`src/rtl/adc_avg_pkg.sv`:
```
// Shared constants, state type and full-scale helper for the ADC sample averager.
package adc_avg_pkg;

  localparam int ADC_W = 16;

  localparam logic [ADC_W-1:0] ADC_FS_POS = 16'h7FFF;
  localparam logic [ADC_W-1:0] ADC_FS_NEG = 16'h8000;

  typedef enum logic {
    IDLE = 1'b0,
    RUN  = 1'b1
  } state_t;

  // The ADS1118 saturates to these codes when the input exceeds the PGA range.
  function automatic logic is_full_scale(input logic [ADC_W-1:0] code);
    return (code == ADC_FS_POS) || (code == ADC_FS_NEG);
  endfunction

endpackage

```
`src/rtl/sync_rise.sv`:
```
// Two-flop synchronizer plus history flop; emits a registered one-cycle pulse
// on each rising edge of an asynchronous level.
module sync_rise (
  input  logic i_clk,
  input  logic i_rst,
  input  logic i_async,
  output logic o_pulse
);

  logic       r_sync1;
  logic       r_sync2;
  logic       r_hist;
  logic [1:0] r_warm;
  logic       r_pulse;
  logic       w_rise;

  // r_warm[1] marks that r_sync2 holds a real sample rather than its reset value.
  // Until then the history is forced high, so a level already high when reset
  // releases must first be seen low before it can produce a pulse.
  assign w_rise = r_sync2 & ~r_hist & r_warm[1];

  // Synchronize, track history and register the edge pulse.
  always_ff @(posedge i_clk) begin
    if (i_rst) begin
      r_sync1 <= 1'b0;
      r_sync2 <= 1'b0;
      r_hist  <= 1'b1;
      r_warm  <= 2'b00;
      r_pulse <= 1'b0;
    end else begin
      r_sync1 <= i_async;
      r_sync2 <= r_sync1;
      r_hist  <= r_warm[1] ? r_sync2 : 1'b1;
      r_warm  <= {r_warm[0], 1'b1};
      r_pulse <= w_rise;
    end
  end

  assign o_pulse = r_pulse;

endmodule

```
`src/rtl/adc_sample_avg.sv`:
```
// Windowed average of ADS1118 conversion results over N = 2^LOG2N samples,
// with per-window full-scale flag. Optional min/max tracking is enabled by
// defining ADC_AVG_MINMAX_EN; without it min_out/max_out are tied to zero.
//
// state | meaning
// ------+----------------------------------------------------------
// IDLE  | en low: window cleared, published outputs held
// RUN   | en high: accepting samples, publishing every N samples
module adc_sample_avg
  import adc_avg_pkg::*;
#(
  parameter int LOG2N = 4
) (
  input  logic             CLK_50M,
  input  logic             rst,
  input  logic             en,
  input  logic [ADC_W-1:0] adc_data,
  input  logic             adc_done,
  output logic [ADC_W-1:0] avg_out,
  output logic             avg_vld,
  output logic [ADC_W-1:0] min_out,
  output logic [ADC_W-1:0] max_out,
  output logic             ovr
);

  localparam int ACC_W = ADC_W + LOG2N;
  localparam logic [LOG2N-1:0] CNT_ONE  = LOG2N'(1);
  localparam logic [LOG2N-1:0] CNT_LAST = '1;

  state_t r_state;
  state_t w_state_nxt;
  logic   w_run;

  logic                    w_strobe;
  logic                    w_accept;
  logic                    w_last;
  logic                    w_first;
  logic signed [ADC_W-1:0] w_sample;
  logic signed [ACC_W-1:0] w_sample_ext;
  logic signed [ACC_W-1:0] w_sum;
  logic        [ADC_W-1:0] w_avg;
  logic                    w_ovr_nxt;

  logic signed [ACC_W-1:0] r_acc;
  logic        [LOG2N-1:0] r_cnt;
  logic                    r_ovr_acc;
  logic        [ADC_W-1:0] r_avg;
  logic                    r_avg_vld;
  logic                    r_ovr;

  sync_rise u_sync_rise (
    .i_clk   (CLK_50M),
    .i_rst   (rst),
    .i_async (adc_done),
    .o_pulse (w_strobe)
  );

  // State register.
  always_ff @(posedge CLK_50M) begin
    if (rst) r_state <= IDLE;
    else     r_state <= w_state_nxt;
  end

  // Next state follows en; w_run gates sample acceptance.
  always_comb begin
    w_state_nxt = r_state;
    w_run       = 1'b0;
    case (r_state)
      IDLE: if (en) w_state_nxt = RUN;
      RUN: begin
        w_run = 1'b1;
        if (!en) w_state_nxt = IDLE;
      end
      default: w_state_nxt = IDLE;
    endcase
  end

  // A strobe arriving in the cycle en drops is dropped with the partial window.
  assign w_accept     = w_strobe & en & w_run;
  assign w_last       = (r_cnt == CNT_LAST);
  assign w_first      = (r_cnt == '0);
  assign w_sample     = $signed(adc_data);
  assign w_sample_ext = {{LOG2N{w_sample[ADC_W-1]}}, w_sample};
  assign w_sum        = r_acc + w_sample_ext;
  // Arithmetic shift floors; the mean of 16-bit samples always fits 16 bits.
  assign w_avg        = ADC_W'(w_sum >>> LOG2N);
  assign w_ovr_nxt    = r_ovr_acc | is_full_scale(adc_data);

  // Accumulate the window and publish on its last sample.
  always_ff @(posedge CLK_50M) begin
    if (rst) begin
      r_acc     <= '0;
      r_cnt     <= '0;
      r_ovr_acc <= 1'b0;
      r_avg     <= '0;
      r_avg_vld <= 1'b0;
      r_ovr     <= 1'b0;
    end else if (!w_run) begin
      r_acc     <= '0;
      r_cnt     <= '0;
      r_ovr_acc <= 1'b0;
      r_avg_vld <= 1'b0;
    end else begin
      r_avg_vld <= 1'b0;
      if (w_accept) begin
        if (w_last) begin
          r_acc     <= '0;
          r_cnt     <= '0;
          r_ovr_acc <= 1'b0;
          r_avg     <= w_avg;
          r_ovr     <= w_ovr_nxt;
          r_avg_vld <= 1'b1;
        end else begin
          r_acc     <= w_sum;
          r_cnt     <= r_cnt + CNT_ONE;
          r_ovr_acc <= w_ovr_nxt;
        end
      end
    end
  end

  assign avg_out = r_avg;
  assign avg_vld = r_avg_vld;
  assign ovr     = r_ovr;

`ifdef ADC_AVG_MINMAX_EN
  logic signed [ADC_W-1:0] r_min;
  logic signed [ADC_W-1:0] r_max;
  logic signed [ADC_W-1:0] r_min_out;
  logic signed [ADC_W-1:0] r_max_out;
  logic signed [ADC_W-1:0] w_min_nxt;
  logic signed [ADC_W-1:0] w_max_nxt;

  // The first sample of a window seeds both extremes.
  always_comb begin
    w_min_nxt = r_min;
    w_max_nxt = r_max;
    if (w_first || (w_sample < r_min)) w_min_nxt = w_sample;
    if (w_first || (w_sample > r_max)) w_max_nxt = w_sample;
  end

  // Track running extremes and publish them alongside the average.
  always_ff @(posedge CLK_50M) begin
    if (rst) begin
      r_min     <= '0;
      r_max     <= '0;
      r_min_out <= '0;
      r_max_out <= '0;
    end else if (!w_run) begin
      r_min <= '0;
      r_max <= '0;
    end else if (w_accept) begin
      if (w_last) begin
        r_min     <= '0;
        r_max     <= '0;
        r_min_out <= w_min_nxt;
        r_max_out <= w_max_nxt;
      end else begin
        r_min <= w_min_nxt;
        r_max <= w_max_nxt;
      end
    end
  end

  assign min_out = r_min_out;
  assign max_out = r_max_out;
`else
  assign min_out = '0;
  assign max_out = '0;
`endif

endmodule

```
`config.mk`:
```
export PLATFORM = sky130hd
export DESIGN_NAME = adc_sample_avg
export DESIGN_NICKNAME = d
export VERILOG_FILES = /design/src/rtl/adc_avg_pkg.sv /design/src/rtl/sync_rise.sv /design/src/rtl/adc_sample_avg.sv
export SDC_FILE = /design/constraint.sdc
export NUM_CORES = 1
export LEC_CHECK = 0
export BUFFER_PORTS_ARGS = -buffer_cell sky130_fd_sc_hd__clkbuf_2
export CAP_MARGIN = 20
export CORE_MARGIN = 3
export CORE_UTILIZATION = 51
export CTS_BUF_LIST = sky130_fd_sc_hd__clkbuf_2 sky130_fd_sc_hd__clkbuf_4 sky130_fd_sc_hd__clkbuf_8
export CTS_CLUSTER_SIZE = 8
export DETAILED_ROUTE_END_ITERATION = 10
export GPL_TIMING_DRIVEN = 0
export PLACE_DENSITY_LB_ADDON = 0.1
export SKIP_LAST_GASP = 1
export SYNTH_ARGS = -nofsm -noshare
export SYNTH_HDL_FRONTEND = slang
export SYNTH_SLANG_ARGS = --single-unit
```
`constraint.sdc`:
```
create_clock -name CLK_50M -period 2 [get_ports CLK_50M]
set_input_delay 0.1 -clock CLK_50M [delete_from_list [all_inputs] [get_ports CLK_50M]]
set_output_delay 0.1 -clock CLK_50M [all_outputs]
set_load 0.005 [all_outputs]
```
==> Word-level counts from Yosys, hierarchy flattened <==
Cells that the tools add are included.
{ "word_totals": {"ff_bits": 50, "latch_bits": 0, "ram_bits": 0, "rom_bits": 0, "input_bits": 20, "out_inout_bits": 50, "n_memories": 0} }
{ "classes": {"addsub": 2, "multipliers": 0, "n_div": 0, "n_lt_le_gt_ge": 0, "n_eq_ne": 3, "shift": 0, "muxes": 7, "bitwise": 9, "n_reduce_logical": 5} }
{ "op_table": {"columns": ["operator", "count"], "rows": [
  ["adder 20 x 16 -> 20 bit", 1],
  ["2-to-1 mux 20 bit", 1],
  ["equality test 16 x 15 -> 1 bit, second input constant", 1],
  ["equality test 16 bit, second input constant", 1],
  ["2-to-1 mux 1 bit", 5],
  ["adder 4 x 1 -> 4 bit, second input constant", 1],
  ["AND 1 bit", 4],
  ["equality test 4 bit, second input constant", 1],
  ["2-to-1 mux 4 bit", 1],
  ["inverter 1 bit", 4],
  ["OR reduction 2 bit", 2],
  ["AND reduction 3 bit", 1],
  ["OR reduction 3 bit", 1],
  ["logical OR 1 bit", 1],
  ["OR 1 bit", 1]
]} }

==> Logic depth before layout (Yosys ltp) <==
{ "logic_depth": {"depth_word": 4, "ltp_mapped": 10} }

==> Modules after synthesis <==
From an unflattened synthesis, not the netlist that was laid out.
{ "hier_totals": {"hier_cells": 369, "hier_area_um2": 3080.5} }
{ "modules_own_cells": {"columns": ["mod", "n_inst", "cells_per_inst", "area_per_inst_um2", "seq_area_each_um2"], "rows": [
  ["adc_sample_avg", 1, 357, 2909.0, 880.8],
  ["sync_rise", 1, 12, 171.4, 120.1]
]} }

==> Least setup slack after synthesis <==
No wires, ideal clock.
{ "synth_timing": {"path_kind": "reg2reg", "from": "register r_acc[0]", "to": "register r_acc[18]", "arrival_time_ns": 2.081, "required_ns": 1.883, "slack_ns": -0.198, "path_stages_with_launch": 11, "path_buffers": 0, "period_less_slack_ns": 2.198, "path_cell_list": "dfxtp_1 -> ha_1 -> inv_1 -> fa_1 -> nor2b_1 -> o2111ai_1 -> a21oi_1 -> a2bb2oi_2 -> a31oi_1 -> xnor2_1 -> a22o_1"} }
{ "synth_between": {"elab_chain_cells": 2} }
{ "synth_rtl": {"columns": ["item", "line", "rtl"], "rows": [
  ["start: declaration", "adc_sample_avg.sv:44", "logic signed [ACC_W-1:0] r_acc;"],
  ["start signal: assignment", "adc_sample_avg.sv:114", "r_acc <= w_sum;"],
  ["adder 20 x 16 -> 20 bit", "adc_sample_avg.sv:84", "assign w_sum = r_acc + w_sample_ext;"],
  ["2-to-1 mux 20 bit", "adc_sample_avg.sv:106", "if (w_last) begin"]
]} }
Every way passes these cells.
A chain may end at the register's enable or synchronous reset.

==> Worst setup path in the final report <==
{ "layout_timing": {"from": "register r_acc[0]", "to": "register r_avg[12], in the netlist avg_out[12]"} }
{ "layout_between": {"elab_chain_cells": 1} }
{ "layout_rtl": {"columns": ["item", "line", "rtl"], "rows": [
  ["adder 20 x 16 -> 20 bit", "adc_sample_avg.sv:84", null],
  ["end signal: assignment", "adc_sample_avg.sv:110", "r_avg <= w_avg;"],
  ["end: declaration", "adc_sample_avg.sv:47", "logic [ADC_W-1:0] r_avg;"]
]} }
Every way passes these cells.

==> flow_summary.yaml <==
global_route:
  grt_pass1_vias: 2675
  grtUsageTotal: 0.2268
  grt_pass1_wl_um: 12990
  overflow: 0
  antenna_found_initial: 0
  grt_max_degree: 17
floorplan:
  dieArea_mm2: 0.007059
  rows: 27
  io_pins: 70
  die_w_um: 84.02
  die_y_um: 84.02
  core-area_mm2: 0.005709
  initial_core_util: 0.5437
worst_setup_path:
  r2r_cells: 10
  crit_arrival_ns: 2.53
  r2r_start: "r_acc[0]"
  critPathKind: "reg -> reg"
  ff2ff_setup_slack_ns: -0.27
  cp-start-kind: "register"
  r2r_end: "avg_out[12]"
  critPathCaptureType: "register"
  cp_max_fo: 3
  required_ns: 2.26
  worstSetupStartpoint: "r_acc[0]"
route:
  drt_iter0_drc: 133
  antenna_left: 0
  totalWireLength_um: 8316
  drc_errors: 0
  dr.pass1.iters: 4
  wl_per_cell_um: 15.66
  viasPerCell: 5.386
  num_vias: 2860
hold_path:
  min_to: "u_sync_rise.r_sync1"
  min-delay-start: "adc_done"
  hold_depth: 2
  min_path_type: "in -> reg"
cells_and_area:
  syn_to_final_growth_pct: 32.33
  final_nets: 499
  n_antenna_cell: 0
  stdcell_count: 531
  mostFrequentLayoutCells: "buf_4 (51), dfxtp_1 (43), nand2_1 (40), clkbuf_2 (39), conb_1 (32)"
  layout_commonest_cell: "buf_4"
  drive_gt1_frac: 0.3704
synth:
  yosysWarningCount: 0
  synth_cell_types: 56
  synth_area_mm2: 0.003104
  syn_inst: 366
  syn_avg_cell_area_um2: 8.481
  synth-edff-count: 0
  ys_ff_latch: 50
  ys.flop_type: "dfxtp_1"
  synthArstFlopShare: 0
  seq_area_frac_synth: 0.3225
run_status:
  violations: "negative setup slack"
  status: "finished, violations left"
cts:
  numCtsBuffers: 5
  clk_pin_slew_worst_paths_ns: 0.10
  cts_tree: "built"
  h-tree-depth: 2
  clkLatencyLatePin_ns: 0.31
  cts.sinks: 50
  clock_path_buffers: 2
  root_buffer: "clkbuf_8"
  hold_buffers: 0
sta:
  post-route-min-period_ns: 2.273
  tightestPinTransition_ns: 0.5584
  maxSlewViolCount: 0
  setup_viol: 15
  grt_setup_unrepaired: "yes"
  worst_slack_ns: -0.2734
  slew_headroom: 0.6277
  fin_worst_skew_ns: 0.007630
  hold_violations: 0
  finalCritPeriodShare: 1.137
  fmax_mhz: 439.9
place:
  routabilityCongestion: 0.9048
  dpl.hpwl_um: 5876
  dp.cells: 506
  pre_cts_slack_ns: -0.2723
  io_buffers: 37
power:
  leakage_uw: 0.001806
  ir_drop_v: 0.0003813
  p_per_area_mw_per_mm2: 458.0
flow_run:
  max-cap-violations: 0
==> final cells by class <==
class | instances | area, um^2
multi-input combinational | 289 | 2217
fill | 446 | 1602
sequential | 50 | 1010
buffer | 50 | 346.6
timing repair buffer | 55 | 327.8
tap | 72 | 90.09
clock buffer | 5 | 68.82
inverter | 7 | 26.28
clock inverter | 3 | 21.27
==> logic make-up after synthesis <==
kind of cell             share of synthesized area
XOR/XNOR                                   0.05844
other                                     0.001208
adder cells (fa/ha/maj)                    0.08706
buffers and inverters                       0.1133
multiplexers                              0.003225
AND/OR/NAND/NOR                             0.1947
flip-flops                                  0.3225
AO/OA/AOI/OAI                               0.2197
==> cell usage after synthesis (2+ instances only) <==
library cell | n | area [um^2]
a211oi_1 | 2 | 15.01
dfxtp_1 | 50 | 1001
nand2b_1 | 3 | 18.77
xnor2_1 | 10 | 87.58
nand3_1 | 12 | 60.06
a21oi_2 | 2 | 17.52
a22oi_1 | 7 | 52.55
buf_2 | 5 | 25.02
xor2_1 | 8 | 70.07
nor3_1 | 3 | 15.01
inv_1 | 7 | 26.28
clkbuf_1 | 13 | 48.80
nor2_1 | 23 | 86.33
o21ai_0 | 11 | 55.05
a21oi_1 | 31 | 155.2
ha_1 | 20 | 250.2
o21bai_1 | 2 | 15.01
nor2b_1 | 8 | 50.05
or4_1 | 2 | 15.01
and3_1 | 4 | 25.02
a21o_1 | 10 | 75.07
a22o_1 | 11 | 96.34
nand4_1 | 9 | 56.30
nor4b_1 | 4 | 35.03
nand2_1 | 42 | 157.7
o211ai_1 | 3 | 22.52
nor4_1 | 4 | 25.02
buf_4 | 32 | 240.2
==> critical path, stage by stage, from the launching register on <==
cell and delay [ns]:
dfxtp_2 0.37, ha_4 0.13, inv_2 0.04, fa_2 0.35, nor2b_2 0.16, o2111ai_2 0.17
nand2_2 0.16, a31o_1 0.19, a221oi_4 0.09, or4_1 0.48, nand3_1 0.07
==> sequential cells by signal (all words and copies together), names as in the netlist <==
signal	count
ovr	1
r_cnt	4
avg_vld	1
u_sync_rise.o_pulse	1
u_sync_rise.r_sync2	1
u_sync_rise.r_hist	1
avg_out	16
u_sync_rise.r_warm	2
r_state	1
r_acc	20
u_sync_rise.r_sync1	1
r_ovr_acc	1
==> layer usage <==
| metal | GRT usage | up-vias | wire length, um | share of wire |
|---|---|---|---|---|
| li1 | - | 1421 | - | - |
| met1 | 0.3106 | 1339 | 3668 | 0.44 |
| met2 | 0.3724 | 92 | 3974 | 0.48 |
| met3 | 0.03653 | 8 | 574 | 0.069 |
| met4 | 0.05556 | 0 | 99 | 0.012 |
| met5 | 0 | - | 0 | 0 |
==> stage by stage <==
| stage | utilization | hold slack [ns] | cell area, um^2 | TNS (ns) | power (uW) |
|---|---|---|---|---|---|
| floorplan | - | 0.2282 | 3266 | -0.1370 | 1179 |
| global route | 0.7195 | 0.01412 | 4108 | -3.414 | 1951 |
| CTS | 0.6671 | 0.01785 | 3809 | -1.931 | 1861 |
| detailed placement | 0.6202 | 0.3401 | 3541 | -4.040 | 1241 |
| finish | 0.7195 | 0.01730 | 4108 | -1.976 | 1882 |
| global placement | 0.6202 | 0.3200 | 3541 | -3.321 | 1239 |
==> where the power goes <==
group	internal, uW	leakage, uW	switching [uW]
clock	247	0.0000441	374
combinational	116	0.00135	142
sequential	1000	0.000408	2.26
==> how the worst max path moves through the flow <==
stage / to / slack (ns) / cells past startpoint
after floorplan: avg_out[12] / -0.07 / 10
after global placement: r_acc[18] / -0.25 / 10
after detailed placement: avg_out[15] / -0.27 / 8
after CTS: avg_out[12] / -0.27 / 10
after global routing: avg_out[12] / -0.32 / 10
final: avg_out[12] / -0.27 / 10
==> what timing repair did <==
item,4_1_cts,5_1_grt
pin swaps,14,26
resized for setup,28,55
setup buffers,8,11
setup endpoints to repair,24,29
Power figures use the tool's default switching activity.
